$ cat src/rtl/mult_div_pkg.sv
// Shared types and sizing helpers for the multiply/divide unit.
package mult_div_pkg;

    // Sequencer states: idle, Booth multiply, restoring divide, result retire.
    typedef enum logic [1:0] {
        IDLE   = 2'd0,
        MULT   = 2'd1,
        DIV    = 2'd2,
        FINISH = 2'd3
    } state_t;

    // Iteration counter width for a given operand width: $clog2(WIDTH+1).
    function automatic int cnt_width(input int width);
        return $clog2(width + 1);
    endfunction

    localparam int DEFAULT_WIDTH = 32;
    localparam int DEFAULT_CNT_W = cnt_width(DEFAULT_WIDTH);

endpackage

$ cat src/rtl/div_restore_step.sv
// One restoring-division iteration on unsigned magnitudes: shift the next
// dividend bit into the remainder, trial-subtract the divisor, and keep the
// difference only when it did not go negative.
module div_restore_step #(
    parameter int WIDTH = 32
) (
    input  logic [WIDTH:0]   rem_in,
    input  logic [WIDTH-1:0] quo_in,
    input  logic [WIDTH-1:0] divisor,
    output logic [WIDTH:0]   rem_out,
    output logic [WIDTH-1:0] quo_out
);

    logic [WIDTH+1:0] shifted;
    logic [WIDTH+1:0] trial;

    // Shift, trial-subtract, restore on borrow; quotient bit is the inverted borrow.
    always_comb begin
        shifted = {rem_in, quo_in[WIDTH-1]};
        trial   = shifted - {2'b00, divisor};
        if (trial[WIDTH+1]) begin
            rem_out = shifted[WIDTH:0];
            quo_out = {quo_in[WIDTH-2:0], 1'b0};
        end else begin
            rem_out = trial[WIDTH:0];
            quo_out = {quo_in[WIDTH-2:0], 1'b1};
        end
    end

endmodule

$ cat src/rtl/mult_div_unit.sv
// Multicycle signed multiply (radix-2 Booth) and divide (restoring on
// magnitudes with a final sign fix) feeding the HI/LO registers.
module mult_div_unit
    import mult_div_pkg::*;
#(
    parameter int WIDTH = 32
) (
    input  logic             clk,
    input  logic             reset,
    input  logic             mult_start,
    input  logic             div_start,
    input  logic [WIDTH-1:0] a,
    input  logic [WIDTH-1:0] b,
    output logic [WIDTH-1:0] hi,
    output logic [WIDTH-1:0] lo,
    output logic             busy,
    output logic             done,
    output logic             div_zero
);

    localparam int CNT_W = cnt_width(WIDTH);
    localparam logic [CNT_W-1:0] LAST_ITER = CNT_W'(WIDTH - 1);

    state_t state, state_nxt;
    logic [CNT_W-1:0] cnt;

    // Booth accumulator carries one guard bit so that subtracting the most
    // negative multiplicand cannot overflow before the arithmetic shift.
    logic signed [WIDTH:0] acc;
    logic signed [WIDTH:0] m_ext;
    logic signed [WIDTH:0] booth_sum;
    logic [WIDTH-1:0] q;       // Booth multiplier Q, or dividend/quotient shifter
    logic             q_m1;
    logic [WIDTH-1:0] m;       // multiplicand, or divisor magnitude
    logic [WIDTH:0]   rem;
    logic [WIDTH:0]   rem_nxt;
    logic [WIDTH-1:0] quo_nxt;
    logic             op_mult;
    logic             quo_neg;
    logic             rem_neg;
    logic             dz_pend;
    logic [WIDTH-1:0] hi_fin;
    logic [WIDTH-1:0] lo_fin;

    // Two's-complement negate when the flag is set (also used for magnitudes).
    function automatic logic [WIDTH-1:0] neg_if(input logic [WIDTH-1:0] v, input logic n);
        return n ? (~v + WIDTH'(1)) : v;
    endfunction

    div_restore_step #(.WIDTH(WIDTH)) u_div_step (
        .rem_in  (rem),
        .quo_in  (q),
        .divisor (m),
        .rem_out (rem_nxt),
        .quo_out (quo_nxt)
    );

    // Next-state logic for the operation sequencer.
    always_comb begin
        state_nxt = state;
        case (state)
            IDLE: begin
                if (mult_start)
                    state_nxt = MULT;
                else if (div_start)
                    state_nxt = (b == '0) ? FINISH : DIV;
            end
            MULT, DIV: begin
                if (cnt == LAST_ITER)
                    state_nxt = FINISH;
            end
            FINISH:  state_nxt = IDLE;
            default: state_nxt = IDLE;
        endcase
    end

    // Booth add/subtract selection and signed result fix-up for retirement.
    always_comb begin
        m_ext = signed'({m[WIDTH-1], m});
        case ({q[0], q_m1})
            2'b01:   booth_sum = acc + m_ext;
            2'b10:   booth_sum = acc - m_ext;
            default: booth_sum = acc;
        endcase
        if (op_mult) begin
            hi_fin = acc[WIDTH-1:0];
            lo_fin = q;
        end else begin
            hi_fin = neg_if(rem[WIDTH-1:0], rem_neg);
            lo_fin = neg_if(q, quo_neg);
        end
    end

    // All state, datapath and output registers with synchronous reset.
    always_ff @(posedge clk) begin
        if (reset) begin
            state    <= IDLE;
            cnt      <= '0;
            acc      <= '0;
            q        <= '0;
            q_m1     <= 1'b0;
            m        <= '0;
            rem      <= '0;
            op_mult  <= 1'b0;
            quo_neg  <= 1'b0;
            rem_neg  <= 1'b0;
            dz_pend  <= 1'b0;
            hi       <= '0;
            lo       <= '0;
            busy     <= 1'b0;
            done     <= 1'b0;
            div_zero <= 1'b0;
        end else begin
            state <= state_nxt;
            done  <= 1'b0;
            case (state)
                IDLE: begin
                    if (mult_start || div_start) begin
                        busy     <= 1'b1;
                        div_zero <= 1'b0;
                        cnt      <= '0;
                        op_mult  <= mult_start;
                        dz_pend  <= !mult_start && (b == '0);
                        quo_neg  <= a[WIDTH-1] ^ b[WIDTH-1];
                        rem_neg  <= a[WIDTH-1];
                        acc      <= '0;
                        q_m1     <= 1'b0;
                        rem      <= '0;
                        if (mult_start) begin
                            q <= b;
                            m <= a;
                        end else begin
                            q <= neg_if(a, a[WIDTH-1]);
                            m <= neg_if(b, b[WIDTH-1]);
                        end
                    end
                end
                MULT: begin
                    acc  <= booth_sum >>> 1;
                    q    <= {booth_sum[0], q[WIDTH-1:1]};
                    q_m1 <= q[0];
                    cnt  <= cnt + CNT_W'(1);
                end
                DIV: begin
                    rem <= rem_nxt;
                    q   <= quo_nxt;
                    cnt <= cnt + CNT_W'(1);
                end
                FINISH: begin
                    done <= 1'b1;
                    busy <= 1'b0;
                    if (dz_pend) begin
                        div_zero <= 1'b1;
                    end else begin
                        hi <= hi_fin;
                        lo <= lo_fin;
                    end
                end
                default: ;
            endcase
        end
    end

endmodule

$ cat config.mk
export PLATFORM = sky130hd
export DESIGN_NAME = mult_div_unit
export DESIGN_NICKNAME = d
export VERILOG_FILES = /design/src/rtl/mult_div_pkg.sv /design/src/rtl/div_restore_step.sv /design/src/rtl/mult_div_unit.sv
export SDC_FILE = /design/constraint.sdc
export NUM_CORES = 1
export LEC_CHECK = 0
export BUFFER_PORTS_ARGS = -buffer_cell sky130_fd_sc_hd__buf_2
export CAP_MARGIN = 20
export CELL_PAD_IN_SITES_DETAIL_PLACEMENT = 1
export CELL_PAD_IN_SITES_GLOBAL_PLACEMENT = 1
export CORE_AREA = 2 2 200 202
export CTS_CLUSTER_SIZE = 25
export DETAILED_ROUTE_END_ITERATION = 12
export DIE_AREA = 0 0 202 204
export MAX_ROUTING_LAYER = met4
export PLACE_DENSITY_LB_ADDON = 0.1
export SLEW_MARGIN = 20
export SYNTH_ARGS = -nofsm -noshare
export SYNTH_HDL_FRONTEND = slang
export SYNTH_SLANG_ARGS = --single-unit
$ cat constraint.sdc
create_clock -name clk -period 3.9 [get_ports clk]
set_input_delay 1.17 -clock clk [delete_from_list [all_inputs] [get_ports clk]]
set_output_delay 1.17 -clock clk [all_outputs]
set_load 0.005 [all_outputs]
==> flow_summary.yaml, run 1 <==
cells_and_area:
  fin_nets: 2403
  fill_cells: 4883
  layout-drive-gt1-share_pct: 14.9
  final_cell_area_um2: 18700
  area_growth_syn_to_layout_pct: 18.4
  layout_commonest_cell: "sky130_fd_sc_hd__nand2_1"
  finish.cell_count_without_fillers: 2806
  layout_common_cells: "326 x sky130_fd_sc_hd__nand2_1, 207 x sky130_fd_sc_hd__dfxtp_1, 182 x sky130_fd_sc_hd__a21oi_1"
global_routing:
  grt_max_degree: 112
  grt_antenna_before_repair: 4
  via_count_of_the_first_global_routing_pass: 16700
  globalRouteTotalUtil_pct: 29.9
  gr-total-overflow: 0
  grt_pass1_wl_mm: 95.6
placed_design:
  placed_cells_incl_taps: 2751
  io_buffers: 134
  finalWeightedCongestion: 0.926
  cell_area_reported_after_detailed_placement_um2: 17500
  hpwlAfterDp_mm: 48.0
worst_setup_path:
  setup.worst_path.class: "reg -> reg"
  worst-endpoint-arrival_ns: 4.35
  critical_path.reg2reg.endpoint: "acc[31]"
  worst_path_max_delay_cell: "sky130_fd_sc_hd__or4_4"
  worst_path_largest_cell_delay_ns: 0.55
  cp_delay_by_family_top: "simple AND/OR/NAND/NOR gates"
  worstSetupEndpointType: "flop"
  reg2reg_depth: 15
  cp_cell_sequence: "or4_4 > nor4_4 > and3_4 > a31oi_1 > xnor2_1 > ha_1 > o21a_1 > o21a_1 > a211oi_2 > o211a_1 > o211ai_2 > a211oi_2 > nor2_1 > or4b_1 > nand3_1"
  timing.rr.start: "m[6]"
  worst-path-max-fanout: 4
  worstSetupPathDepth: 15
  path_buf_inv: 0
  ff2ff_setup_slack_ns: 0.05
  cp-start-kind: "flop"
  required_ns: 4.40
synth:
  post_synth_num_cell_types: 72
  synth-seq-area-share_pct: 26.5
  async_reset_ff_share_pct: 0
  ys.warnings.count: 0
  synth.cell_area_um2: 15800
  syn_inst: 2121
  synthDominantCellAreaShare_pct: 26.5
  synth_seq_cells: 209
  yosys-top-cells-area: "sky130_fd_sc_hd__dfxtp_1 27%, sky130_fd_sc_hd__nand2_1 7.8%, sky130_fd_sc_hd__ha_1 6.0%"
  primary_flip_flop_cell_chosen_by_synthesis_mapping: "sky130_fd_sc_hd__dfxtp_1"
  synth.net_count: 2267
  post-synth-top-area-cell: "sky130_fd_sc_hd__dfxtp_1"
  postSynthAreaPerCell_um2: 7.43
  synth_edf_count: 0
power_and_ir_drop:
  leakage_nw: 7.44
  max-vdd-ir-drop_v: 0.000306
  power.total_w: 0.0120
  switching_share_pct: 43.8
  pwr-share-clk_pct: 23.3
  total_switching_power_w: 0.00527
  comb_power_share_pct: 52.6
  seqPwrFrac_pct: 24.1
  p_int_w: 0.00677
  power.density_cell_area_nw_per_um2: 645
floorplanning:
  ios: 135
  fp.dieH_um: 204
  floorplan.die.width_um: 202
  floorplan_die_area_um2: 41200
  floorplan.initialDensity_pct: 40.2
  rows: 73
  coreArea_um2: 39200
detailed_routing:
  drt_iter0_drcs: 812
  dr_drc_count: 0
  drt-vias-per-instance: 5.86
  detail_route.first_pass.iterations: 5
  wirelength_mm: 60.6
  antenna_violating_nets_post_route: 0
  wire_per_inst_um: 21.6
  dr_total_vias: 16400
sta:
  setup_violations: 0
  timing.final.crit_share_pct: 98.6
  setup_tns_ns: 0
  report.final.slew_viol_count: 0
  finalHoldViolCount: 0
  worstMarginPinSlew_ns: 0.959
  setup_repair_after_global_routing_missed_its_margin: "true"
  max_fclk_mhz: 260
  slew_headroom_pct: 35.9
  min_period_ns: 3.85
  worst_hold_slack_ns: 0.450
  clock-skew-final_ns: 0.0176
job:
  cap_viol_max_count: 0
clocking:
  clock_latency_ns: 0.56
  cts-root-to-sink-buffers: 3
  clock_tree.htree_level_count: 1
  clk_pin_slew_ns: 0.06
  clock_root_buffer: "sky130_fd_sc_hd__clkbuf_16"
  tritoncts_clock_tree: "done"
  cts_buffers: 27
  clock_sink_count: 209
hold_path:
  worstHoldStart: "hi[25]"
  worstHoldPathType: "reg -> reg"
  hold-path-cell-count: 2
  whs_endpoint: "hi[25]"
run_status:
  status: "finished clean"
## routing by layer
metal | up-vias | part of all wire (%) | global-route usage, %
met3 | 79 | 4.2 | 3.01
met1 | 8079 | 47 | 39.5
li1 | 7944 | - | -
met5 | - | 0 | -
met4 | 0 | 2.4 | 7.80
met2 | 328 | 47 | 48.9
## synthesized netlist by cell type (all sizes together) (12+ instances only)
| master | count |
|---|---|
| a211oi | 53 |
| a21o | 33 |
| a21oi | 188 |
| a221oi | 17 |
| a22oi | 30 |
| a31oi | 20 |
| buf | 17 |
| clkbuf | 121 |
| dfxtp | 209 |
| ha | 76 |
| inv | 72 |
| mux2i | 44 |
| nand2 | 326 |
| nand2b | 12 |
| nand3 | 25 |
| nand4 | 13 |
| nor2 | 146 |
| nor2b | 16 |
| nor3 | 46 |
| nor4 | 18 |
| o211ai | 36 |
| o21ai | 179 |
| o31ai | 34 |
| o41ai | 19 |
| or3 | 13 |
| or4 | 14 |
| xnor2 | 107 |
| xor2 | 93 |
## logic make-up (layout without fill, tap and decap cells)
family	Yosys count	after routing	share of synthesized area, %
AOI/OAI and AO/OA	711	711	28.9
other	0	4	0
DFF	209	209	26.5
and+or+nand+nor	667	667	19.1
xor gates and xnor gates	200	200	11.1
buffers and inverters	211	367	5.16
adders and majority gates	78	78	6.29
muxes	45	45	2.87
## power groups by stage
stage | clock network, W | registers (W) | logic, W
after floorplan | 0 | 0.00278 | 0.00427
after global placement | 0 | 0.00293 | 0.00606
after detailed placement | 0 | 0.00294 | 0.00620
after CTS | 0.00286 | 0.00290 | 0.00625
after global routing | 0.00296 | 0.00295 | 0.00698
final | 0.00280 | 0.00291 | 0.00633
## worst reg2reg max path, cell delays in order (launching register included)
cell	delay (ns)
sky130_fd_sc_hd__dfxtp_2	0.32
sky130_fd_sc_hd__or4_4	0.55
sky130_fd_sc_hd__nor4_4	0.24
sky130_fd_sc_hd__and3_4	0.25
sky130_fd_sc_hd__a31oi_1	0.10
sky130_fd_sc_hd__xnor2_1	0.14
sky130_fd_sc_hd__ha_1	0.32
sky130_fd_sc_hd__o21a_1	0.20
sky130_fd_sc_hd__o21a_1	0.20
sky130_fd_sc_hd__a211oi_2	0.18
sky130_fd_sc_hd__o211a_1	0.26
sky130_fd_sc_hd__o211ai_2	0.14
sky130_fd_sc_hd__a211oi_2	0.27
sky130_fd_sc_hd__nor2_1	0.08
sky130_fd_sc_hd__or4b_1	0.46
sky130_fd_sc_hd__nand3_1	0.10
## cell type report
| class | instances | area (um^2) | share of cell area (%) |
|---|---|---|---|
| Tap cell | 525 | 657 | 3.52 |
| Inverter | 72 | 270 | 1.45 |
| Sequential cell | 209 | 4190 | 22.4 |
| Clock buffer | 37 | 773 | 4.14 |
| Timing Repair Buffer | 246 | 1650 | 8.82 |
| Antenna cell | 4 | 10.0 | 0.0536 |
| Multi-Input combinational cell | 1701 | 10900 | 58.4 |
| Clock inverter | 12 | 214 | 1.15 |
## how the worst max path moves through the flow
stage / startpoint / end / slack [ns]
after floorplan: m[2] / acc[31] / 0.006
after detailed placement: m[6] / acc[31] / -0.06
after global placement: m[6] / acc[31] / 0.04
after global routing: m[1] / acc[28] / -0.13
final: m[6] / acc[31] / 0.05
after CTS: m[6] / acc[28] / 0.01
## timing repair
item                       4_1_cts  5_1_grt
hold endpoints to repair         0        0
resized for setup                2       22
setup endpoints to repair        1       13
buffers inserted                 0        2
pin swaps                        0       10
hold buffers                     0        0
## state kept, by name, summed over array words and instances, names as in the netlist
signal    cells
rem          33
acc          32
hi           32
lo           32
m            32
q            32
cnt           6
state         2
busy          1
div_zero      1
done          1
dz_pend       1
op_mult       1
q_m1          1
quo_neg       1
rem_neg       1
## per-stage QoR
step / setup slack (ns) / utilization (%)
finish: 0.0541 / 47.6
global route: -0.130 / 47.6
CTS: 0.0131 / 47.3
detailed placement: -0.0621 / 44.8
global placement: 0.0439 / 44.8
floorplan: 0.00642 / -
Power figures use the tool's default switching activity.
==> inputs of run 2 (changes only) <==
--- a/config.mk
+++ b/config.mk
@@ -5,14 +5,15 @@
 export SDC_FILE = /design/constraint.sdc
 export NUM_CORES = 1
 export LEC_CHECK = 0
+export ABC_AREA = 1
 export BUFFER_PORTS_ARGS = -buffer_cell sky130_fd_sc_hd__buf_2
 export CAP_MARGIN = 20
 export CELL_PAD_IN_SITES_DETAIL_PLACEMENT = 1
 export CELL_PAD_IN_SITES_GLOBAL_PLACEMENT = 1
-export CORE_AREA = 2 2 200 202
+export CORE_AREA = 2 2 220 222
 export CTS_CLUSTER_SIZE = 25
 export DETAILED_ROUTE_END_ITERATION = 12
-export DIE_AREA = 0 0 202 204
+export DIE_AREA = 0 0 222 224
 export MAX_ROUTING_LAYER = met4
 export PLACE_DENSITY_LB_ADDON = 0.1
 export SLEW_MARGIN = 20
==> run 2 against run 1 <==
Compared with the run above:
- routed wire length rose by 38%
- combinational power rose by 28%
- sequential cell count did not move
- critical path type unchanged
- largest cell class unchanged
- clock power fell by 7%
- clock-buffer cell count fell by 1
- sequential power rose by 3%
- design area rose by 9.5%
- via count rose by 30%
- sequential share of layout area fell by 2.0 points
- synthesized cell count rose by 46%
- non-clock buffer count fell by 75
- area after synthesis rose by 16%
==> flow_summary.yaml, run 2 <==
run_status:
  status: "finished clean"
synth:
  syn_inst: 3096
  most_numerous_cell_in_the_yosys_netlist: "sky130_fd_sc_hd__nand2_1"
  post_synth_num_cell_types: 49
  synthDominantCellAreaShare_pct: 23.0
  synth_edf_count: 0
  yosys-top-cells-area: "sky130_fd_sc_hd__dfxtp_1 23%, sky130_fd_sc_hd__nand2_1 17%, sky130_fd_sc_hd__a21oi_1 9.9%"
  synth.cell_area_um2: 18200
  synth-seq-area-share_pct: 23.0
  synth_seq_cells: 209
  postSynthAreaPerCell_um2: 5.88
  ys_top_cells_by_count: "801 x sky130_fd_sc_hd__nand2_1, 382 x sky130_fd_sc_hd__inv_1, 361 x sky130_fd_sc_hd__a21oi_1, 291 x sky130_fd_sc_hd__nor2_1, 230 x sky130_fd_sc_hd__nand3_1"
  primary_flip_flop_cell_chosen_by_synthesis_mapping: "sky130_fd_sc_hd__dfxtp_1"
  synth.net_count: 3242
  ys.warnings.count: 0
  post-synth-top-area-cell: "sky130_fd_sc_hd__dfxtp_1"
  async_reset_ff_share_pct: 0
worst_setup_path:
  worstSetupEndpointType: "flop"
  worst_path_max_delay_cell: "sky130_fd_sc_hd__ha_1"
  cp_delay_by_family_top: "simple AND/OR/NAND/NOR gates"
  setup.worst_path.class: "reg -> reg"
  cp-start-kind: "flop"
  worst-path-max-fanout: 6
  reg2reg_depth: 22
  cp_cell_sequence: "inv_2 > nand3_1 > nor2_1 > nand4_1 > nor2_2 > nand3_2 > nor2_4 > a31oi_1 > xor2_1 > inv_1 > ha_1 > nand2_1 > nor2_2 > inv_1 > nor3_1 > nand2_1 > nand2_1 > nand3_1 > nand3_1 > nand3_1 > nand2_1 > a21oi_1"
  worstSetupPathDepth: 22
  worst_path_largest_cell_delay_ns: 0.37
  required_ns: 4.33
  path_buf_inv: 3
  worst-endpoint-arrival_ns: 4.00
floorplanning:
  floorplan.die.width_um: 222
  floorplan_die_area_um2: 49700
  fp.dieH_um: 224
  coreArea_um2: 47300
  floorplan.initialDensity_pct: 38.5
  ios: 135
  rows: 80
sta:
  setup_tns_ns: 0
  clock-skew-final_ns: 0.0287
  min_period_ns: 3.57
  timing.final.crit_share_pct: 91.6
  report.final.slew_viol_count: 0
  final.setup.worst_slack_ns: 0.327
  worstMarginPinSlew_ns: 0.890
  setup_violations: 0
  finalHoldViolCount: 0
  slew_headroom_pct: 40.1
  setup_repair_after_global_routing_missed_its_margin: "true"
  max_fclk_mhz: 280
cells_and_area:
  layout-drive-gt1-share_pct: 9.55
  finalCoreUtilization_pct: 43.1
  fin_nets: 3320
  area_growth_syn_to_layout_pct: 12.1
  largest_register_ff_count: 33
  antenna_cells_inserted: 0
  finish.cell_count_without_fillers: 3810
  layout_common_cells: "801 x sky130_fd_sc_hd__nand2_1, 380 x sky130_fd_sc_hd__inv_1, 359 x sky130_fd_sc_hd__a21oi_1"
  fill_cells: 6548
  layout_commonest_cell: "sky130_fd_sc_hd__nand2_1"
  final_cell_area_um2: 20400
  regMostFlops: "rem"
clocking:
  clock_latency_ns: 0.57
  clock_root_buffer: "sky130_fd_sc_hd__clkbuf_16"
  cts-root-to-sink-buffers: 3
  clock_sink_count: 209
  clock_tree.htree_level_count: 1
  tritoncts_clock_tree: "done"
  cts_buffers: 27
  clk_pin_slew_ns: 0.06
  postCtsSetupRepairBufs: 0
global_routing:
  via_count_of_the_first_global_routing_pass: 21700
  grt_pass1_wl_mm: 129
  globalRouteTotalUtil_pct: 34.1
  gr-total-overflow: 0
  grt_max_degree: 147
  grt_antenna_before_repair: 1
detailed_routing:
  drt-vias-per-instance: 5.59
  dr_drc_count: 0
  dr_total_vias: 21300
  drt_iter0_drcs: 1320
  wire_per_inst_um: 22.0
  wirelength_mm: 83.7
  antenna_violating_nets_post_route: 0
  detail_route.first_pass.iterations: 5
placed_design:
  placed_cells_incl_taps: 3760
  io_buffers: 134
  pre_cts_slack_ns: 0.136
  hpwlAfterDp_mm: 67.0
  cell_area_reported_after_detailed_placement_um2: 19500
  finalWeightedCongestion: 0.984
hold_path:
  hold-path-cell-count: 2
  worstHoldPathType: "reg -> reg"
power_and_ir_drop:
  max-vdd-ir-drop_v: 0.000345
  power.density_cell_area_nw_per_um2: 671
  leakage_nw: 9.66
job:
  cap_viol_max_count: 0
-- run 2: cell types whose count changed after synthesis, sizes merged, moves of 27 or more --
cell / delta
inv: +324
mux2i: -44
a211oi: -48
a21oi: +175
o31ai: -31
a21o: -30
nand3: +219
nor2: +157
clkbuf: -28
nand4: +27
nand2: +488
xnor2: -87
-- run 2: worst paths after layout --
| path | from | endpoint | slack (ns) |
|---|---|---|---|
| max | m[1] | acc[23] | 0.33 |
| min | hi[8] | hi[8] | 0.46 |
| max reg2reg | m[1] | acc[23] | 0.33 |
| min reg2reg | hi[8] | hi[8] | 0.46 |
-- run 2: power breakdown --
| group | switching, W | leakage [nW] | internal (W) | total, W |
|---|---|---|---|---|
| registers | 0.000475 | 1.70 | 0.00251 | 0.00299 |
| logic | 0.00577 | 7.50 | 0.00235 | 0.00812 |
| clock network | 0.00108 | 0.455 | 0.00154 | 0.00261 |
-- run 2: through the flow --
step	hold WS, ns	power (W)
after global routing	0.484	0.0147
final	0.461	0.0137
after detailed placement	0.453	0.0110
after CTS	0.462	0.0136
after floorplan	0.430	0.00815
after global placement	0.450	0.0108
-- run 2: final cells by class --
type                            count  area (um^2)  share of cell area [%]
Tap cell                          615          769                    3.77
Timing Repair Buffer              171          976                    4.78
Inverter                          400         1500                    7.35
Clock inverter                     14          136                   0.668
Clock buffer                       36          779                    3.82
Sequential cell                   209         4180                    20.5
Multi-Input combinational cell   2365        12100                    59.1
-- run 2: kinds of logic (layout without fill, tap and decap cells) --
logic type	Yosys count	count (layout)	share of synthesized area, %
buf+inv	522	621	11.1
fa+ha+maj	78	78	5.44
simple gates	1491	1491	35.0
flops	209	209	23.0
compound gates	705	705	21.2
xor+xnor	91	91	4.38
-- run 2: tightest hold or removal path, stage by stage (launching register included) --
cell                      delay [ns]
sky130_fd_sc_hd__dfxtp_1        0.30
sky130_fd_sc_hd__nand2_1        0.06
sky130_fd_sc_hd__a21oi_1        0.05
-- run 2: what timing repair did --
action / CTS / global route
hold buffers: 0 / 0
setup endpoints to repair: 0 / 18
gates resized for setup: 0 / 16
-- run 2: routing by layer --
layer	track usage, %	routed length, um	share of wire (%)
met5	-	0	0
met4	13.1	3720	4.4
met3	2.68	3300	3.9
met2	56.6	39000	47
met1	43.4	37800	45
